File: src/rtl/pic_pkg.sv
// Shared types and constants for the 8259A-style interrupt controller core.
package pic_pkg;

  typedef enum logic [2:0] {
    WAIT_ICW1,
    WAIT_ICW2,
    WAIT_ICW3,
    WAIT_ICW4,
    READY
  } state_e;

  typedef enum logic [1:0] {
    IDLE,
    ACK1,
    ACK2
  } phase_e;

  // OCW2 R/SL/EOI codes (d[7:5])
  localparam logic [2:0] OCW2_NS_EOI     = 3'b001;
  localparam logic [2:0] OCW2_SP_EOI     = 3'b011;
  localparam logic [2:0] OCW2_ROT_NS_EOI = 3'b101;
  localparam logic [2:0] OCW2_ROT_SP_EOI = 3'b111;
  localparam logic [2:0] OCW2_SET_PRIO   = 3'b110;

  localparam int unsigned ICW1_IC4  = 0;
  localparam int unsigned ICW1_SNGL = 1;
  localparam int unsigned ICW1_LTIM = 3;
  localparam int unsigned ICW1_SEL  = 4;
  localparam int unsigned ICW4_AEOI = 1;

endpackage

File: src/rtl/pic_ctrl_core_if.sv
// CPU-side bus of the interrupt controller: register access plus the INT/INTA handshake.
interface pic_ctrl_core_if;
  logic       wr_pulse;
  logic       rd_en;
  logic       a0;
  logic [7:0] d_in;
  logic [7:0] d_out;
  logic       d_oe;
  logic       inta;
  logic       int_o;

  modport master (
    output wr_pulse, rd_en, a0, d_in, inta,
    input  d_out, d_oe, int_o
  );

  modport slave (
    input  wr_pulse, rd_en, a0, d_in, inta,
    output d_out, d_oe, int_o
  );
endinterface

File: src/rtl/pic_cascade_buf.sv
// Cascade buffer: drives the cascade address as master and decides who supplies the vector.
module pic_cascade_buf
  import pic_pkg::*;
(
  input  logic       sp_en,
  input  logic       sngl,
  input  logic [7:0] slave_mask,
  input  logic [2:0] id,
  input  logic [2:0] lvl,
  input  logic [2:0] cas_in,
  input  phase_e     phase,
  output logic [2:0] cas_out,
  output logic       cas_oe,
  output logic       vec_en
);

  logic cascaded;

  always_comb begin
    cascaded = sp_en & ~sngl & slave_mask[lvl];
    cas_oe   = cascaded & (phase != IDLE);
    cas_out  = cas_oe ? lvl : 3'd0;
    // A master defers the vector to the slave it addressed on the cascade lines.
    vec_en   = (phase == ACK2) &
               (sngl | (sp_en & ~slave_mask[lvl]) | (~sp_en & (cas_in == id)));
  end

endmodule

File: src/rtl/pic_ctrl_core.sv
// 8259A-style control core: ICW/OCW sequencer, INTA handshake, data-bus and cascade buffers.
module pic_ctrl_core
  import pic_pkg::*;
(
  input  logic       clk,
  input  logic       rst,
  pic_ctrl_core_if.slave bus,
  input  logic       sp_en,
  input  logic [2:0] cas_in,
  output logic [2:0] cas_out,
  output logic       cas_oe,
  input  logic [7:0] irr,
  input  logic [7:0] isr,
  input  logic       req_valid,
  input  logic [2:0] req_level,
  input  logic [2:0] isr_top,
  output logic [7:0] imr,
  output logic       ltim,
  output logic       isr_set,
  output logic       isr_clr,
  output logic [2:0] clr_level,
  output logic       init_clr,
  output logic       prio_wr,
  output logic [2:0] prio_level
);

  state_e     state;
  phase_e     phase;
  logic [4:0] base;
  logic       sngl, ic4, aeoi, rsel;
  logic [7:0] slave_mask;
  logic [2:0] id, lvl;
  logic       inta_s1, inta_s2, inta_s3;
  logic       inta_rise, inta_fall, icw1_wr, ack_start, vec_en;

  assign inta_rise = inta_s2 & ~inta_s3;
  assign inta_fall = ~inta_s2 & inta_s3;
  assign icw1_wr   = bus.wr_pulse & ~bus.a0 & bus.d_in[ICW1_SEL];
  assign ack_start = inta_rise & (phase == IDLE) & (state == READY) & req_valid;

  pic_cascade_buf u_cascade_buf (
    .sp_en      (sp_en),
    .sngl       (sngl),
    .slave_mask (slave_mask),
    .id         (id),
    .lvl        (lvl),
    .cas_in     (cas_in),
    .phase      (phase),
    .cas_out    (cas_out),
    .cas_oe     (cas_oe),
    .vec_en     (vec_en)
  );

  always_ff @(posedge clk) begin
    if (rst) begin
      state      <= WAIT_ICW1;
      phase      <= IDLE;
      imr        <= 8'h00;
      ltim       <= 1'b0;
      base       <= 5'd0;
      sngl       <= 1'b1;
      ic4        <= 1'b0;
      aeoi       <= 1'b0;
      rsel       <= 1'b0;
      slave_mask <= 8'h00;
      id         <= 3'd0;
      lvl        <= 3'd0;
      inta_s1    <= 1'b0;
      inta_s2    <= 1'b0;
      inta_s3    <= 1'b0;
      bus.int_o  <= 1'b0;
      isr_set    <= 1'b0;
      isr_clr    <= 1'b0;
      clr_level  <= 3'd0;
      init_clr   <= 1'b0;
      prio_wr    <= 1'b0;
      prio_level <= 3'd0;
    end else begin
      inta_s1   <= bus.inta;
      inta_s2   <= inta_s1;
      inta_s3   <= inta_s2;
      isr_set   <= 1'b0;
      isr_clr   <= 1'b0;
      init_clr  <= 1'b0;
      prio_wr   <= 1'b0;
      bus.int_o <= (state == READY) & req_valid & (phase == IDLE) & ~ack_start & ~icw1_wr;

      case (phase)
        IDLE: begin
          if (ack_start) begin
            phase   <= ACK1;
            lvl     <= req_level;
            isr_set <= 1'b1;
          end
        end
        ACK1: if (inta_rise) phase <= ACK2;
        ACK2: begin
          if (inta_fall) begin
            phase <= IDLE;
            if (aeoi) begin
              isr_clr   <= 1'b1;
              clr_level <= lvl;
            end
          end
        end
        default: phase <= IDLE;
      endcase

      // ICW1 is assigned last so it overrides any INTA progress in the same cycle.
      if (icw1_wr) begin
        ltim     <= bus.d_in[ICW1_LTIM];
        sngl     <= bus.d_in[ICW1_SNGL];
        ic4      <= bus.d_in[ICW1_IC4];
        imr      <= 8'h00;
        aeoi     <= 1'b0;
        init_clr <= 1'b1;
        phase    <= IDLE;
        state    <= WAIT_ICW2;
      end else if (bus.wr_pulse) begin
        case (state)
          WAIT_ICW2: begin
            if (bus.a0) begin
              base <= bus.d_in[7:3];
              if (!sngl)    state <= WAIT_ICW3;
              else if (ic4) state <= WAIT_ICW4;
              else          state <= READY;
            end
          end
          WAIT_ICW3: begin
            if (bus.a0) begin
              if (sp_en) slave_mask <= bus.d_in;
              else       id         <= bus.d_in[2:0];
              state <= ic4 ? WAIT_ICW4 : READY;
            end
          end
          WAIT_ICW4: begin
            if (bus.a0) begin
              aeoi  <= bus.d_in[ICW4_AEOI];
              state <= READY;
            end
          end
          READY: begin
            if (bus.a0) begin
              imr <= bus.d_in;
            end else if (bus.d_in[4:3] == 2'b00) begin
              case (bus.d_in[7:5])
                OCW2_NS_EOI: begin
                  isr_clr   <= 1'b1;
                  clr_level <= isr_top;
                end
                OCW2_SP_EOI: begin
                  isr_clr   <= 1'b1;
                  clr_level <= bus.d_in[2:0];
                end
                OCW2_ROT_NS_EOI: begin
                  isr_clr    <= 1'b1;
                  clr_level  <= isr_top;
                  prio_wr    <= 1'b1;
                  prio_level <= isr_top;
                end
                OCW2_ROT_SP_EOI: begin
                  isr_clr    <= 1'b1;
                  clr_level  <= bus.d_in[2:0];
                  prio_wr    <= 1'b1;
                  prio_level <= bus.d_in[2:0];
                end
                OCW2_SET_PRIO: begin
                  prio_wr    <= 1'b1;
                  prio_level <= bus.d_in[2:0];
                end
                default: ;
              endcase
            end else if ((bus.d_in[4:3] == 2'b01) && bus.d_in[1]) begin
              rsel <= bus.d_in[0];
            end
          end
          default: ;
        endcase
      end
    end
  end

  // The acknowledge vector takes the data bus ahead of any register read.
  always_comb begin
    bus.d_oe  = 1'b0;
    bus.d_out = 8'h00;
    if (vec_en) begin
      bus.d_oe  = 1'b1;
      bus.d_out = {base, lvl};
    end else if (bus.rd_en) begin
      bus.d_oe = 1'b1;
      if (bus.a0)                         bus.d_out = imr;
      else if ((state == READY) && rsel)  bus.d_out = isr;
      else                                bus.d_out = irr;
    end
  end

endmodule

File: src/flat_wrapper.sv
// flat-port wrapper written by rule: the top's interface ports become plain ports
module pic_ctrl_core_flat import pic_pkg::*;
  (clk, rst, sp_en, cas_in, cas_out, cas_oe, irr, isr, req_valid, req_level, isr_top, imr, ltim, isr_set, isr_clr, clr_level, init_clr, prio_wr, prio_level, bus_wr_pulse, bus_rd_en, bus_a0, bus_d_in, bus_inta, bus_d_out, bus_d_oe, bus_int_o);
  pic_ctrl_core_if bus_i ();
  input  logic clk;
  input  logic rst;
  input  logic sp_en;
  input  logic [2:0] cas_in;
  output logic [2:0] cas_out;
  output logic cas_oe;
  input  logic [7:0] irr;
  input  logic [7:0] isr;
  input  logic req_valid;
  input  logic [2:0] req_level;
  input  logic [2:0] isr_top;
  output logic [7:0] imr;
  output logic ltim;
  output logic isr_set;
  output logic isr_clr;
  output logic [2:0] clr_level;
  output logic init_clr;
  output logic prio_wr;
  output logic [2:0] prio_level;
  input wire logic [$bits(bus_i.wr_pulse)-1:0] bus_wr_pulse;
  input wire logic [$bits(bus_i.rd_en)-1:0] bus_rd_en;
  input wire logic [$bits(bus_i.a0)-1:0] bus_a0;
  input wire logic [$bits(bus_i.d_in)-1:0] bus_d_in;
  input wire logic [$bits(bus_i.inta)-1:0] bus_inta;
  output wire logic [$bits(bus_i.d_out)-1:0] bus_d_out;
  output wire logic [$bits(bus_i.d_oe)-1:0] bus_d_oe;
  output wire logic [$bits(bus_i.int_o)-1:0] bus_int_o;
  assign bus_i.wr_pulse = bus_wr_pulse;
  assign bus_i.rd_en = bus_rd_en;
  assign bus_i.a0 = bus_a0;
  assign bus_i.d_in = bus_d_in;
  assign bus_i.inta = bus_inta;
  assign bus_d_out = bus_i.d_out;
  assign bus_d_oe = bus_i.d_oe;
  assign bus_int_o = bus_i.int_o;
  pic_ctrl_core u_core (.clk(clk), .rst(rst), .bus(bus_i), .sp_en(sp_en), .cas_in(cas_in), .cas_out(cas_out), .cas_oe(cas_oe), .irr(irr), .isr(isr), .req_valid(req_valid), .req_level(req_level), .isr_top(isr_top), .imr(imr), .ltim(ltim), .isr_set(isr_set), .isr_clr(isr_clr), .clr_level(clr_level), .init_clr(init_clr), .prio_wr(prio_wr), .prio_level(prio_level));
endmodule
File: config.mk
export PLATFORM = sky130hd
export DESIGN_NAME = pic_ctrl_core_flat
export DESIGN_NICKNAME = d
export VERILOG_FILES = /design/src/rtl/pic_pkg.sv /design/src/rtl/pic_ctrl_core_if.sv /design/src/rtl/pic_cascade_buf.sv /design/src/rtl/pic_ctrl_core.sv /design/src/flat_wrapper.sv
export SDC_FILE = /design/constraint.sdc
export NUM_CORES = 1
export LEC_CHECK = 0
export CAP_MARGIN = 20
export CELL_PAD_IN_SITES_DETAIL_PLACEMENT = 0
export CELL_PAD_IN_SITES_GLOBAL_PLACEMENT = 2
export CORE_ASPECT_RATIO = 1.4
export CORE_UTILIZATION = 28
export CTS_BUF_LIST = sky130_fd_sc_hd__clkbuf_8 sky130_fd_sc_hd__clkbuf_16
export DETAILED_ROUTE_END_ITERATION = 8
export GPL_ROUTABILITY_DRIVEN = 0
export PLACE_DENSITY_LB_ADDON = 0.1
export REMOVE_ABC_BUFFERS = 1
export SLEW_MARGIN = 0
export SYNTH_ARGS = -nofsm -noshare
export SYNTH_HDL_FRONTEND = slang
export SYNTH_SLANG_ARGS = --single-unit
File: constraint.sdc
create_clock -name clk -period 2.1 [get_ports clk]
set_clock_uncertainty 0.2 [all_clocks]
set_input_delay 0.21 -clock clk [delete_from_list [all_inputs] [get_ports clk]]
set_output_delay 0.21 -clock clk [all_outputs]
set_load 0.1 [all_outputs]
# == Yosys cells after proc, flatten, opt, wreduce, memory -nomap -nowiden ==
# Cells that the tools add are included.
# word_totals
regBits,51
out_inout_bits,33
elab_cells,148
# op_classes
magnitude_cmp,1
bitwise_logic,31
n_eq_ne,22
reduce_logical,28
n_mux,43
# ops
cell,count
$mux W3,14
$mux W8,4
$reduce_and A5 Y1,4
$and A1 B1 Y1,17
$mux W1,17
$eq A3 B3 Y1 const B,4
$not A1 Y1,12
$pmux W3 S2,2
$reduce_and A6 Y1,2
$reduce_or A2 Y1,5
$eq A3 B2 Y1 const B,3
$ne A3 B2 Y1 const B,3
$pmux W3 S3,1
$reduce_and A3 Y1,3
$eq A3 B1 Y1 const B,2
$mux W2,3
$ne A2 B1 Y1 const B,3
$ne A2 B2 Y1 const B,3
$pmux W2 S3,1
$reduce_bool A2 Y1,3
$reduce_or A6 Y1,1
$eq A2 B1 Y1 const B,2
$logic_not A2 Y1,2
$lt A3 B4 Y1 const B,1
other kinds (11),13

# == Logic depth before layout (Yosys ltp) ==
# Gate-level depths: netlist (run 1).
# logic_depth
word_depth,10
mapped_depth,6

# == Modules after synthesis ==
# A second synthesis (run 1) with hierarchy kept.
# hier_totals
hier_cells,277
area_unflattened_um2,2479.9
# by_module_without_submodules
module,cells_each,n_inst,area_per_inst_um2
pic_ctrl_core,258,1,2312.2
pic_cascade_buf,19,1,167.7

# == Worst setup path before layout (run 1) ==
# Ideal clock, no wire load.
# synth_timing
path_kind,register -> output
from,reg u_core.lvl[1]
to,out cas_out[1]
t_arrival_ps,4829
setup_slack_ps,-3139
stages_incl_launch_ff,6
t_required_ps,1690
cell_sequence,dfxtp_1 -> buf_6 -> mux4_2 -> nor2_2 -> nor4_1 -> and2_1
# synth_between
elab_chain_cells,5
# synth_rtl
element,line_no,rtl
"start, declared",pic_ctrl_core.sv:32,"logic [2:0] id, lvl;"
"start signal, assigned",pic_ctrl_core.sv:92,lvl <= req_level;
$bmux W1 S3,pic_cascade_buf.sv:20,cascaded = sp_en & ~sngl & slave_mask[lvl];
$mux W1 (not written as such),pic_cascade_buf.sv:20,
$and A1 B1 Y1,pic_cascade_buf.sv:20,
$and A1 B1 Y1,pic_cascade_buf.sv:21,cas_oe = cascaded & (phase != IDLE);
named net cas_oe,flat_wrapper.sv:10,output logic cas_oe;
$mux W3,pic_cascade_buf.sv:22,cas_out = cas_oe ? lvl : 3'd0;
"end, declared",flat_wrapper.sv:9,output logic [2:0] cas_out;
# The timed path passes the listed nets, and every way through them passes these cells. The select of a mux whose other input is x is not followed.

# == Worst setup path after layout (run 1) ==
# layout_timing
from,reg u_core.lvl[1]
to,out bus_d_out[0]
# layout_between
elab_chain_cells,8
# layout_rtl
element,line_no,rtl
$bmux W1 S3,pic_cascade_buf.sv:25,(sngl | (sp_en & ~slave_mask[lvl]) | (~sp_en & (cas_in == id)));
$mux W1 (not written as such),pic_cascade_buf.sv:25,
$not A1 Y1,pic_cascade_buf.sv:25,
$and A1 B1 Y1,pic_cascade_buf.sv:25,
$or A1 B1 Y1 (2 in series),pic_cascade_buf.sv:25,
$and A1 B1 Y1,pic_cascade_buf.sv:24,vec_en = (phase == ACK2) &
$mux W8,pic_ctrl_core.sv:187,if (vec_en) begin
"end, declared",flat_wrapper.sv:29,output wire logic [$bits(bus_i.d_out)-1:0] bus_d_out;
# No other way between the ends. The select of a mux whose other input is x is not followed.

==> results of run 1 <==
-- cells by family after synthesis --
kind of cell	Yosys count
AND/OR/NAND/NOR	91
XOR/XNOR	3
flip-flops	51
buffers and inverters	28
multiplexers	55
AO/OA/AOI/OAI	38
-- layout make-up --
| class | instances | share of cell area [%] |
|---|---|---|
| clock buffers | 7 | 3.73 |
| clock inverters | 1 | 0.0917 |
| inverters | 11 | 1.01 |
| multi-input cells | 187 | 37.8 |
| flip-flops and latches | 51 | 25.1 |
| well taps | 105 | 3.21 |
| repair buffers | 118 | 29.0 |
-- worst paths after layout --
check             cells after the start                             end                         start  slack, ns
setup reg to reg                      7  u_core.clr_level[2]$_SDFF_PP0_  u_core.state[1]$_SDFFE_PP0P_       0.21
hold / removal                        1       u_core.inta_s2$_SDFF_PP0_     u_core.inta_s1$_SDFF_PP0_       0.25
setup / recovery                      6                    bus_d_out[0]    u_core.lvl[1]$_SDFFE_PP0P_      -0.40
hold reg to reg                       1       u_core.inta_s2$_SDFF_PP0_     u_core.inta_s1$_SDFF_PP0_       0.25
-- registers in the layout (all words and copies together) (netlist names), 2 cells and up --
name,cells
u_core.phase,2
u_core.slave_mask,8
u_core.state,3
u_core.prio_level,3
u_core.lvl,3
u_core.clr_level,3
u_core.imr,8
u_core.base,5
u_core.id,3
-- cell usage in the layout (no fill, tap or decap), drive strengths merged --
cell and n:
a21oi 11, buf 78, nor3b 5, mux4 1
dfxtp 51, nor3 2, clkbuf 7, nand2 6
a211o 1, and2 2, o211ai 8, nand2b 13
a211oi 7, nand4b 3, nor4 2, nor2b 10
a311o 1, o311ai 1, and3 1, inv 12
nand3 1, nor4bb 1, clkdlybuf4s50 40, nand4 2
o21ai 4, or3 1, a311oi 3, nor2 39
xnor2 3, and3b 2, mux2i 44, nand3b 1
mux2 10, o22ai 2
-- critical path: cells and delay by family, from the launching register on --
family | cells | cell delay [ns]
mux | 2 | 0.63
flops | 1 | 0.36
compound gates | 1 | 0.33
simple gates | 1 | 0.05
buf+inv | 2 | 0.41
-- power by group --
part	internal [mW]	total [mW]	leakage, nW	switching (mW)
registers	0.975	0.981	0.414	0.00576
clock network	0.503	0.853	0.0813	0.350
logic	0.177	0.373	1.11	0.195
total	1.66	2.21	1.60	0.551
-- routing by layer --
metal	track usage, %	up-vias	part of all wire (%)
li1	-	1150	-
met3	3.12	8	4.6
met4	5.96	0	1.4
met1	20.4	1044	42
met5	0	-	0
met2	29.5	55	52
-- what timing repair did --
action,CTS,global route
hold buffers,0,0
endpoints found under the setup margin,13,13
pin swaps,4,7
cloned,0,0
setup buffers,1,2
gates resized for setup,29,12
==> metrics, run 1 <==
Die Wd=81.8 um; FP Rows=40; Synth Area in Adders=0%; Setup crit end kind=output port; clock sink total=51; pre-CTS setup slack=-0.278 ns; Worst path most repeated cell=buf_12; Critical Path Slowest Stage Cell=dfxtp_4; multi-input logic area=0.00155 mm^2; Final ANT Viol Nets=0; Max-Cap Viols=0; final hold violations=0; pwr/cell area=539 mW/mm^2; initial core utilization=29.0%; top cells by count, synth=51 x dfxtp_1, 44 x mux2i_1, 38 x nor2_1, 13 x nand2b_1; area grow syn2layout=64.1%; fill cell count=880; die area=0.00930 mm^2; synthesized flop and latch total=51; Max Slew Vio Count=0; via count=2257; maximum clock rate=400 MHz; Die Height=114 um; first-pass detailed-route iteration total=4; Final setup viols=13; Critical Path AT=2.09 ns; status=finished with violations; DP Cell Count=469; latest clock arrival within the worst-skew pair=0.29 ns; RSZ-0062 raised after global routing=true; pin count of the biggest net entering global routing=30; Via density=4.70; Placed Area=0.00370 mm^2; Mean Syn Cell Area=9.38 um^2; post-layout net count=415; post-synth top area cell=dfxtp_1; WP data required=1.69 ns; DRC viols=0; Worst Setup Start Kind=flip-flop; Gate Count Post-Synth=266; I/O pin cnt=74; failing checks=negative setup slack; critical path cell sequence=mux4_2 > nor2_4 > o311ai_4 > buf_12 > mux2i_4 > buf_12; Core Util, Final=47.6%; Final Non-Filler Cells=480; Lkg Pwr=1.60 nW; mux cell area share after synthesis=23.1%; share of flip-flops with an asynchronous set or reset=0%; min Tclk post-route=2.50 ns; crit-path max FO=9; Worst slew margin=69.2%; Yosys top cell area share=40.9%; number of synthesized flops with an enable pin=0; CTS tree=yes; clock buffer depth=2; post-synthesis compound-gate area fraction=10.2%; Port Buf Inserts=73; root buf cell=clkbuf_16; Worst Path Class, Setup=reg -> out; YS warnings=0; most common cell in the synthesized netlist=dfxtp_1; layout cells sized above 1=31.7%; hold_ws=0.248 ns; antenna cells=0; H-tree Lvls=2; Unique masters post-synth=38; post-layout power=2.21 mW; post-synthesis instance area=0.00249 mm^2; Hold Crit Class=reg -> reg; clock buffer count from CTS=5; setup tns final=-3.96 ns; Worst Slack Setup Final=-0.401 ns; Main synth FF type=dfxtp_1; Tcrit/Tclk final=119%; HPWL after DPL=5.79 mm; final WL=7.42 mm; first-pass GRT wire length=11.6 mm; vias in the first global route=2265; remaining global-route overflow=0; register area share after synthesis=40.9%; post-synthesis share of cell area spent on xor and xnor gates=1.05%; largest family of logic cells by synthesized area=multiplexers; Critical Path Max Stage Delay=0.36 ns; FF/Latch Area=0.00103 mm^2; Clock transition at path regs=0.06 ns; initial DRC count=59; synth top area cells=dfxtp_1 41%, mux2i_1 18%, nor2_1 5.7%; GRT Util Overall=17.0%; routed len/inst=15.5 um; Slew @ Worst Pin=0.460 ns; simple-gate area share of the yosys netlist=19.6%; post-route design area=0.00410 mm^2; core box area=0.00861 mm^2; initial antenna violation count=0; worst vdd ir=0.000368 V
(Power assumes the default switching activity.)
==> run 2, diff against run 1 <==
Settings changed: ABC_AREA set to 1, CORE_UTILIZATION 28 to 25.
==> run 2 against run 1 <==
  * The flow now finishes without violations
  * Fmax increased by 19%
  * Final area decreased by 1.6%
  * Wire length increased by 17%
  * Worst setup slack improved by 0.40 ns
  * Hold slack got worse by 0.044 ns
  * Critical endpoint is now cas_out[2]
==> metrics, run 2 <==
fill cell count=1056 (+20%); Pint=1.58 mW (-4.8%); HPWL after DPL=6.71 mm (+16%); worst vdd ir=0.000267 V (-28%); post-synthesis instance area=0.00254 mm^2 (+1.8%); clock buffer depth=2 (unchanged); clock buffer count from CTS=5 (unchanged); Core Util, Final=40.7% (-6.9 points); synthesized flop and latch total=51 (unchanged); delay-heaviest family, CP=simple AND/OR/NAND/NOR gates; pin count of the biggest net entering global routing=22 (-27%); WL met2=4.35 mm (+13%); initial core utilization=25.7% (-3.3 points); initial antenna violation count=0 (unchanged); Mean Syn Cell Area=6.76 um^2 (-28%); initial DRC count=117 (+98%); critical path depth in cells=9 (+3); worst setup path startpoint=u_core.lvl[0]$_SDFFE_PP0P_; synth top area cells=dfxtp_1 40%, nand2_1 12%, o21ai_0 8.9%; FF-to-FF Start=u_core.state[0]$_SDFFE_PP0P_; reg2reg end=u_core.lvl[0]$_SDFFE_PP0P_; P_sw=0.591 mW (+7.3%); number of synthesized flops with an enable pin=0 (unchanged); Worst Slack Setup Final=0.00321 ns (+0.404 ns); CTS tree=yes; I/O pin cnt=74 (unchanged); final WL=8.67 mm (+17%); Max-Cap Viols=0 (unchanged); register area share after synthesis=40.2% (-0.73 points); status=complete, no violations; via count=2719 (+20%); remaining global-route overflow=0 (unchanged); Gate Count Post-Synth=376 (+41%); simple-gate area share of the yosys netlist=30.5% (+11 points); Die Wd=87.2 um (+6.6%); Lkg Pwr=1.71 nW (+6.6%); Hold Crit Class=reg -> reg; Yosys top cell area share=40.2% (-0.73 points); Switching Share=27.3% (+2.3 points); post-synth top area cell=dfxtp_1; Final setup viols=0 (-13); Main synth FF type=dfxtp_1; metal3 WL=348 um (+2.7%); Worst Path Class, Setup=reg -> out; crit-path max FO=6 (-3); Max Slew Vio Count=0 (unchanged); Worst Setup Start Kind=flip-flop; latest clock arrival within the worst-skew pair=0.29 ns (about the same); Clock transition at path regs=0.06 ns (about the same); H-tree Lvls=2 (unchanged); flop-to-flop setup slack=0.36 ns (+0.15 ns); GRT Util Overall=17.3% (+0.29 points); Critical Path Max Stage Delay=0.41 ns (+0.05 ns); vias in the first global route=2619 (+16%); Worst slew margin=76.3% (+7.1 points); die area=0.0106 mm^2 (+14%); RSZ-0062 raised after global routing=true; crit path capture=cas_out[2]; area grow syn2layout=58.6%; post-synthesis compound-gate area fraction=18.7% (+8.5 points); clock sink total=51 (unchanged); post-synthesis share of cell area spent on xor and xnor gates=0% (-1.1 points); Worst path most repeated cell=nand3_2; share of power burned in registers=45.8% (+1.3 points); Tcrit/Tclk final=99.8% (-19 points); Port Buf Inserts=73 (unchanged); core box area=0.00990 mm^2 (+15%); pre-CTS setup slack=-0.154 ns (+0.124 ns); layout cells sized above 1=26.4% (-5.4 points); worst reg2reg path depth=8 (+1); maximum clock rate=477 MHz (+19%); Clk pwr share=35.1% (-3.6 points); top flop regs=u_core.imr (8), u_core.slave_mask (8), u_core.base (5); Via density=4.49 (-4.4%); wl on met1=3.87 mm (+23%); top sig layer=met4; share of flip-flops with an asynchronous set or reset=0% (unchanged); WP data required=1.69 ns (about the same); Die Height=121 um (+6.7%); Critical Path Slowest Stage Cell=dfxtp_4; Final ANT Viol Nets=0 (unchanged); Setup crit end kind=output port; most common cell in the synthesized netlist=nand2_1; most frequent cells in the layout=61 x nand2_1, 46 x inv_1, 45 x o21ai_0, 45 x dfxtp_1, 42 x a21oi_1; Comb pwr share=19.0% (+2.1 points); mux cell area share after synthesis=0% (-23 points); DRC viols=0 (unchanged); critical path cell sequence=nand2_1 > nand3_2 > nand3_2 > nand2_2 > nand2_4 > buf_8 > nor3_4 > buf_6 > buf_12; first-pass GRT wire length=13.6 mm (+17%); post-cts hold buffer count=0 (unchanged); FP Rows=43 (+7.5%); most common cell after layout, fill and taps aside=nand2_1; largest family of logic cells by synthesized area=simple AND/OR/NAND/NOR gates; routed len/inst=14.3 um (-7.3%); Synth Area in Adders=0% (unchanged); first-pass detailed-route iteration total=4 (unchanged); top cells by count, synth=78 x nand2_1, 51 x dfxtp_1, 49 x inv_1, 45 x o21ai_0, 42 x a21oi_1; final hold violations=0 (unchanged); WP buf/inv=3 (+1); root buf cell=clkbuf_16; antenna cells=0 (unchanged); Unique masters post-synth=31 (-18%); Slew @ Worst Pin=0.354 ns (-0.106 ns); Critical Path AT=1.69 ns (-0.40 ns); min Tclk post-route=2.10 ns (-0.404 ns); post-layout net count=512 (+23%); YS warnings=0 (unchanged); pwr/cell area=538 mW/mm^2 (-0.15%)
## run 2: logic make-up (layout without fill, tap and decap cells)
kind of cell           after synthesis  count (layout)
AO/OA/AOI/OAI                       92              92
buffers and inverters               64             158
flip-flops                          51              51
AND/OR/NAND/NOR                    169             169
## run 2: worst min path at each step
stage | cells past startpoint | endpoint | start
after floorplan | 1 | u_core.clr_level[0]$_SDFF_PP0_ | rst
after CTS | 2 | u_core.inta_s2$_SDFF_PP0_ | u_core.inta_s1$_SDFF_PP0_
after detailed placement | 2 | u_core.inta_s2$_SDFF_PP0_ | u_core.inta_s1$_SDFF_PP0_
after global placement | 2 | u_core.inta_s2$_SDFF_PP0_ | u_core.inta_s1$_SDFF_PP0_
after global routing | 3 | u_core.inta_s1$_SDFF_PP0_ | bus_inta
final | 2 | u_core.inta_s2$_SDFF_PP0_ | u_core.inta_s1$_SDFF_PP0_
## run 2: routing by layer
layer | global-route usage [%] | vias to the layer above
met5 | 0 | -
met3 | 2.65 | 7
met1 | 20.9 | 1217
met2 | 31.2 | 64
li1 | - | 1431
met4 | 4.92 | 0
## run 2: final cells by class
cell class / count / area, um^2 / area share, %
clock buffer: 5 / 125 / 3.11
tap: 135 / 169 / 4.19
sequential: 51 / 1030 / 25.6
multi-input combinational: 261 / 1440 / 35.8
clock inverter: 1 / 3.75 / 0.0932
timing repair buffer: 99 / 1050 / 26.1
inverter: 53 / 206 / 5.12
## run 2: power groups by stage
stage / Clock, mW / Combinational, mW / Sequential [mW]
2_1_floorplan: 0 / 0.174 / 1.03
3_3_place_gp: 0 / 0.405 / 1.01
3_5_place_dp: 0 / 0.404 / 1.01
4_1_cts: 0.792 / 0.410 / 0.992
5_1_grt: 0.839 / 0.445 / 0.995
6_report: 0.762 / 0.412 / 0.994
## run 2: metrics by stage
step | instances | instance area, um^2 | hold slack [ns] | TNS, ns | total power [mW]
global route | 605 | 4030 | 0.237 | -0.575 | 2.28
global placement | 593 | 3610 | 0.195 | -1.19 | 1.42
floorplan | 365 | 2470 | 0.0791 | -7.07 | 1.21
finish | 605 | 4030 | 0.204 | 0 | 2.17
detailed placement | 593 | 3610 | 0.195 | -1.37 | 1.42
CTS | 601 | 3830 | 0.206 | -0.0269 | 2.19
## run 2: what timing repair did
item                       CTS  global route
pin swaps                    4            20
gates cloned                 1             0
setup endpoints to repair   13            13
gates resized for setup     25            43
buffers inserted             1             4
## run 2: worst register-to-register path, stage by stage, from the launching register on
cell and delay (ns):
dfxtp_2 0.36, nor2_4 0.13, buf_6 0.14, buf_4 0.12, nand2_4 0.06, inv_2 0.12
nand4_2 0.21, o21ai_0 0.24, a21oi_1 0.06
==> run 3, diff against run 2 <==
--- a/config.mk
+++ b/config.mk
@@ -11,6 +11,6 @@
 export CELL_PAD_IN_SITES_GLOBAL_PLACEMENT = 2
 export CORE_ASPECT_RATIO = 1.4
-export CORE_UTILIZATION = 25
-export CTS_BUF_LIST = sky130_fd_sc_hd__clkbuf_8 sky130_fd_sc_hd__clkbuf_16
+export CORE_UTILIZATION = 26
+export CTS_BUF_LIST = sky130_fd_sc_hd__clkbuf_8
 export DETAILED_ROUTE_END_ITERATION = 8
 export GPL_ROUTABILITY_DRIVEN = 0
--- a/constraint.sdc
+++ b/constraint.sdc
@@ -3,3 +3,3 @@
 set_input_delay 0.21 -clock clk [delete_from_list [all_inputs] [get_ports clk]]
 set_output_delay 0.21 -clock clk [all_outputs]
-set_load 0.1 [all_outputs]
+set_load 0.02 [all_outputs]
==> run 3 against run 2 <==
  * Clock-buffer cell count is 2 higher
  * Combinational power shrank 23%
  * Sequential share of layout area grew 1.3 points
  * Critical path type is now in -> out
  * Sequential power shrank 0.5%
  * Largest power group unchanged
  * Critical endpoint is now bus_d_out[6]
==> metrics, run 3 (synthesis gave the netlist of run 2 again) <==
status=complete, no violations; HPWL after DPL=6.61 mm (-1.5%); Slew @ Worst Pin=0.290 ns (-0.0646 ns); Max-Cap Viols=0 (unchanged); GRT Util Overall=16.7% (-0.58 points); routed len/inst=13.8 um (-3.4%); Die Wd=85.5 um (-1.9%); die area=0.0102 mm^2 (-3.8%); Lkg Pwr=1.62 nW (-5.6%); final hold violations=0 (unchanged); Worst Setup Start Kind=input port; Max Slew Vio Count=0 (unchanged); RSZ-0062 raised after global routing=true; Worst Slack Setup Final=0.0812 ns (+0.0780 ns); most common cell after layout, fill and taps aside=nand2_1; worst vdd ir=0.000372 V (+40%); Die Height=119 um (-1.9%); Worst slew margin=80.6% (+4.3 points); most frequent cells in the layout=75 x nand2_1, 60 x clkdlybuf4s50_1, 48 x inv_1, 48 x dfxtp_1, 45 x o21ai_0; root buf cell=clkbuf_8; pin count of the biggest net entering global routing=22 (unchanged); min Tclk post-route=2.02 ns (-0.0780 ns); pre-CTS setup slack=-0.444 ns (-0.289 ns); top flop regs=u_core.imr (8), u_core.slave_mask (8), u_core.base (5); Worst path most repeated cell=nand2_1; Setup crit end kind=output port; vias in the first global route=2684 (+2.5%); Tcrit/Tclk final=96.1% (-3.7 points); area grow syn2layout=50.1%; Worst Path Class, Setup=in -> out; latest clock arrival within the worst-skew pair=0.30 ns (about the same); antenna cells=0 (unchanged); first-pass detailed-route iteration total=6 (+2); maximum clock rate=495 MHz (+3.9%); crit-path max FO=8 (+2); first-pass GRT wire length=13.0 mm (-4.4%); clock buffer depth=2 (unchanged); Critical Path Slowest Stage Cell=clkdlybuf4s50_1; clock buffer count from CTS=5 (unchanged); initial core utilization=26.9% (+1.2 points); Final ANT Viol Nets=0 (unchanged); Final setup viols=0 (unchanged); clock sink total=51 (unchanged); core box area=0.00946 mm^2 (-4.4%); Hold Crit Class=in -> reg; H-tree Lvls=2 (unchanged); initial antenna violation count=0 (unchanged); layout cells sized above 1=18.5% (-7.9 points); Port Buf Inserts=73 (unchanged); pwr/cell area=504 mW/mm^2 (-6.3%); via count=2755 (+1.3%); post-layout net count=527 (+2.9%); Via density=4.61 (+2.7%); post-layout power=1.92 mW (-11%); FP Rows=42 (-2.3%); CTS tree=yes; Critical Path Max Stage Delay=0.48 ns (+0.07 ns); final WL=8.27 mm (-4.6%); remaining global-route overflow=0 (unchanged); I/O pin cnt=74 (unchanged); Clock transition at path regs=0.09 ns (+0.03 ns); initial DRC count=80 (-32%); WP data required=1.69 ns (about the same); critical path cell sequence=clkdlybuf4s50_1 > nand2_1 > nand2_1 > nand3_4 > a21oi_4 > buf_6 > nand3_1 > nand2_1 > buf_2; Critical Path AT=1.61 ns (-0.08 ns); DRC viols=0 (unchanged)
==> run 3: through the flow <==
step | utilization [%] | instances | cell area, um^2 | TNS [ns] | hold slack (ns)
after global placement | 38.4 | 587 | 3630 | -5.48 | 0.218
after detailed placement | 38.4 | 587 | 3630 | -5.41 | 0.217
after CTS | 39.4 | 596 | 3730 | 0 | 0.199
final | 40.3 | 597 | 3810 | 0 | 0.213
after floorplan | - | 365 | 2470 | 0 | 0.0791
after global routing | 40.3 | 597 | 3810 | -0.00625 | 0.217
==> run 3: worst paths after layout <==
| check | start | to | slack (ns) | cells past startpoint |
|---|---|---|---|---|
| min | bus_inta | u_core.inta_s1$_SDFF_PP0_ | 0.21 | 3 |
| max | cas_in[2] | bus_d_out[6] | 0.08 | 9 |
| min reg2reg | u_core.inta_s1$_SDFF_PP0_ | u_core.inta_s2$_SDFF_PP0_ | 0.22 | 2 |
| max reg2reg | u_core.state[0]$_SDFFE_PP0P_ | u_core.lvl[1]$_SDFFE_PP0P_ | 0.46 | 7 |
==> run 3: area by class of cell <==
cell class	count	area, um^2
multi-input cells	261	1320
repair buffers	114	1030
well taps	110	138
inverters	53	201
fillers	1060	5650
clock inverters	1	3.75
clock buffers	7	96.3
flip-flops and latches	51	1030
==> run 3: per-layer routing <==
layer | share of wire, % | track usage [%] | up-vias
li1 | - | - | 1461
met1 | 43 | 19.5 | 1210
met2 | 50 | 30.3 | 76
met3 | 4.9 | 2.84 | 8
met4 | 1.9 | 5.73 | 0
met5 | 0 | 0 | -
==> run 3: worst max-delay path, delay by kind of cell <==
kind,cells,cell delay (ns)
buf+inv,3,0.79
compound gates,1,0.22
simple gates,5,0.37
==> run 3: power breakdown <==
part	internal (mW)	switching, mW
clock network	0.297	0.318
registers	0.979	0.00939
logic	0.157	0.162
==> run 3: repair_timing <==
| action | 4_1_cts | 5_1_grt |
|---|---|---|
| gates cloned | 1 | 0 |
| gates resized for setup | 65 | 29 |
| hold buffers | 0 | 0 |
| pin swaps | 0 | 4 |
| endpoints found under the setup margin | 13 | 13 |
| buffers inserted | 0 | 1 |
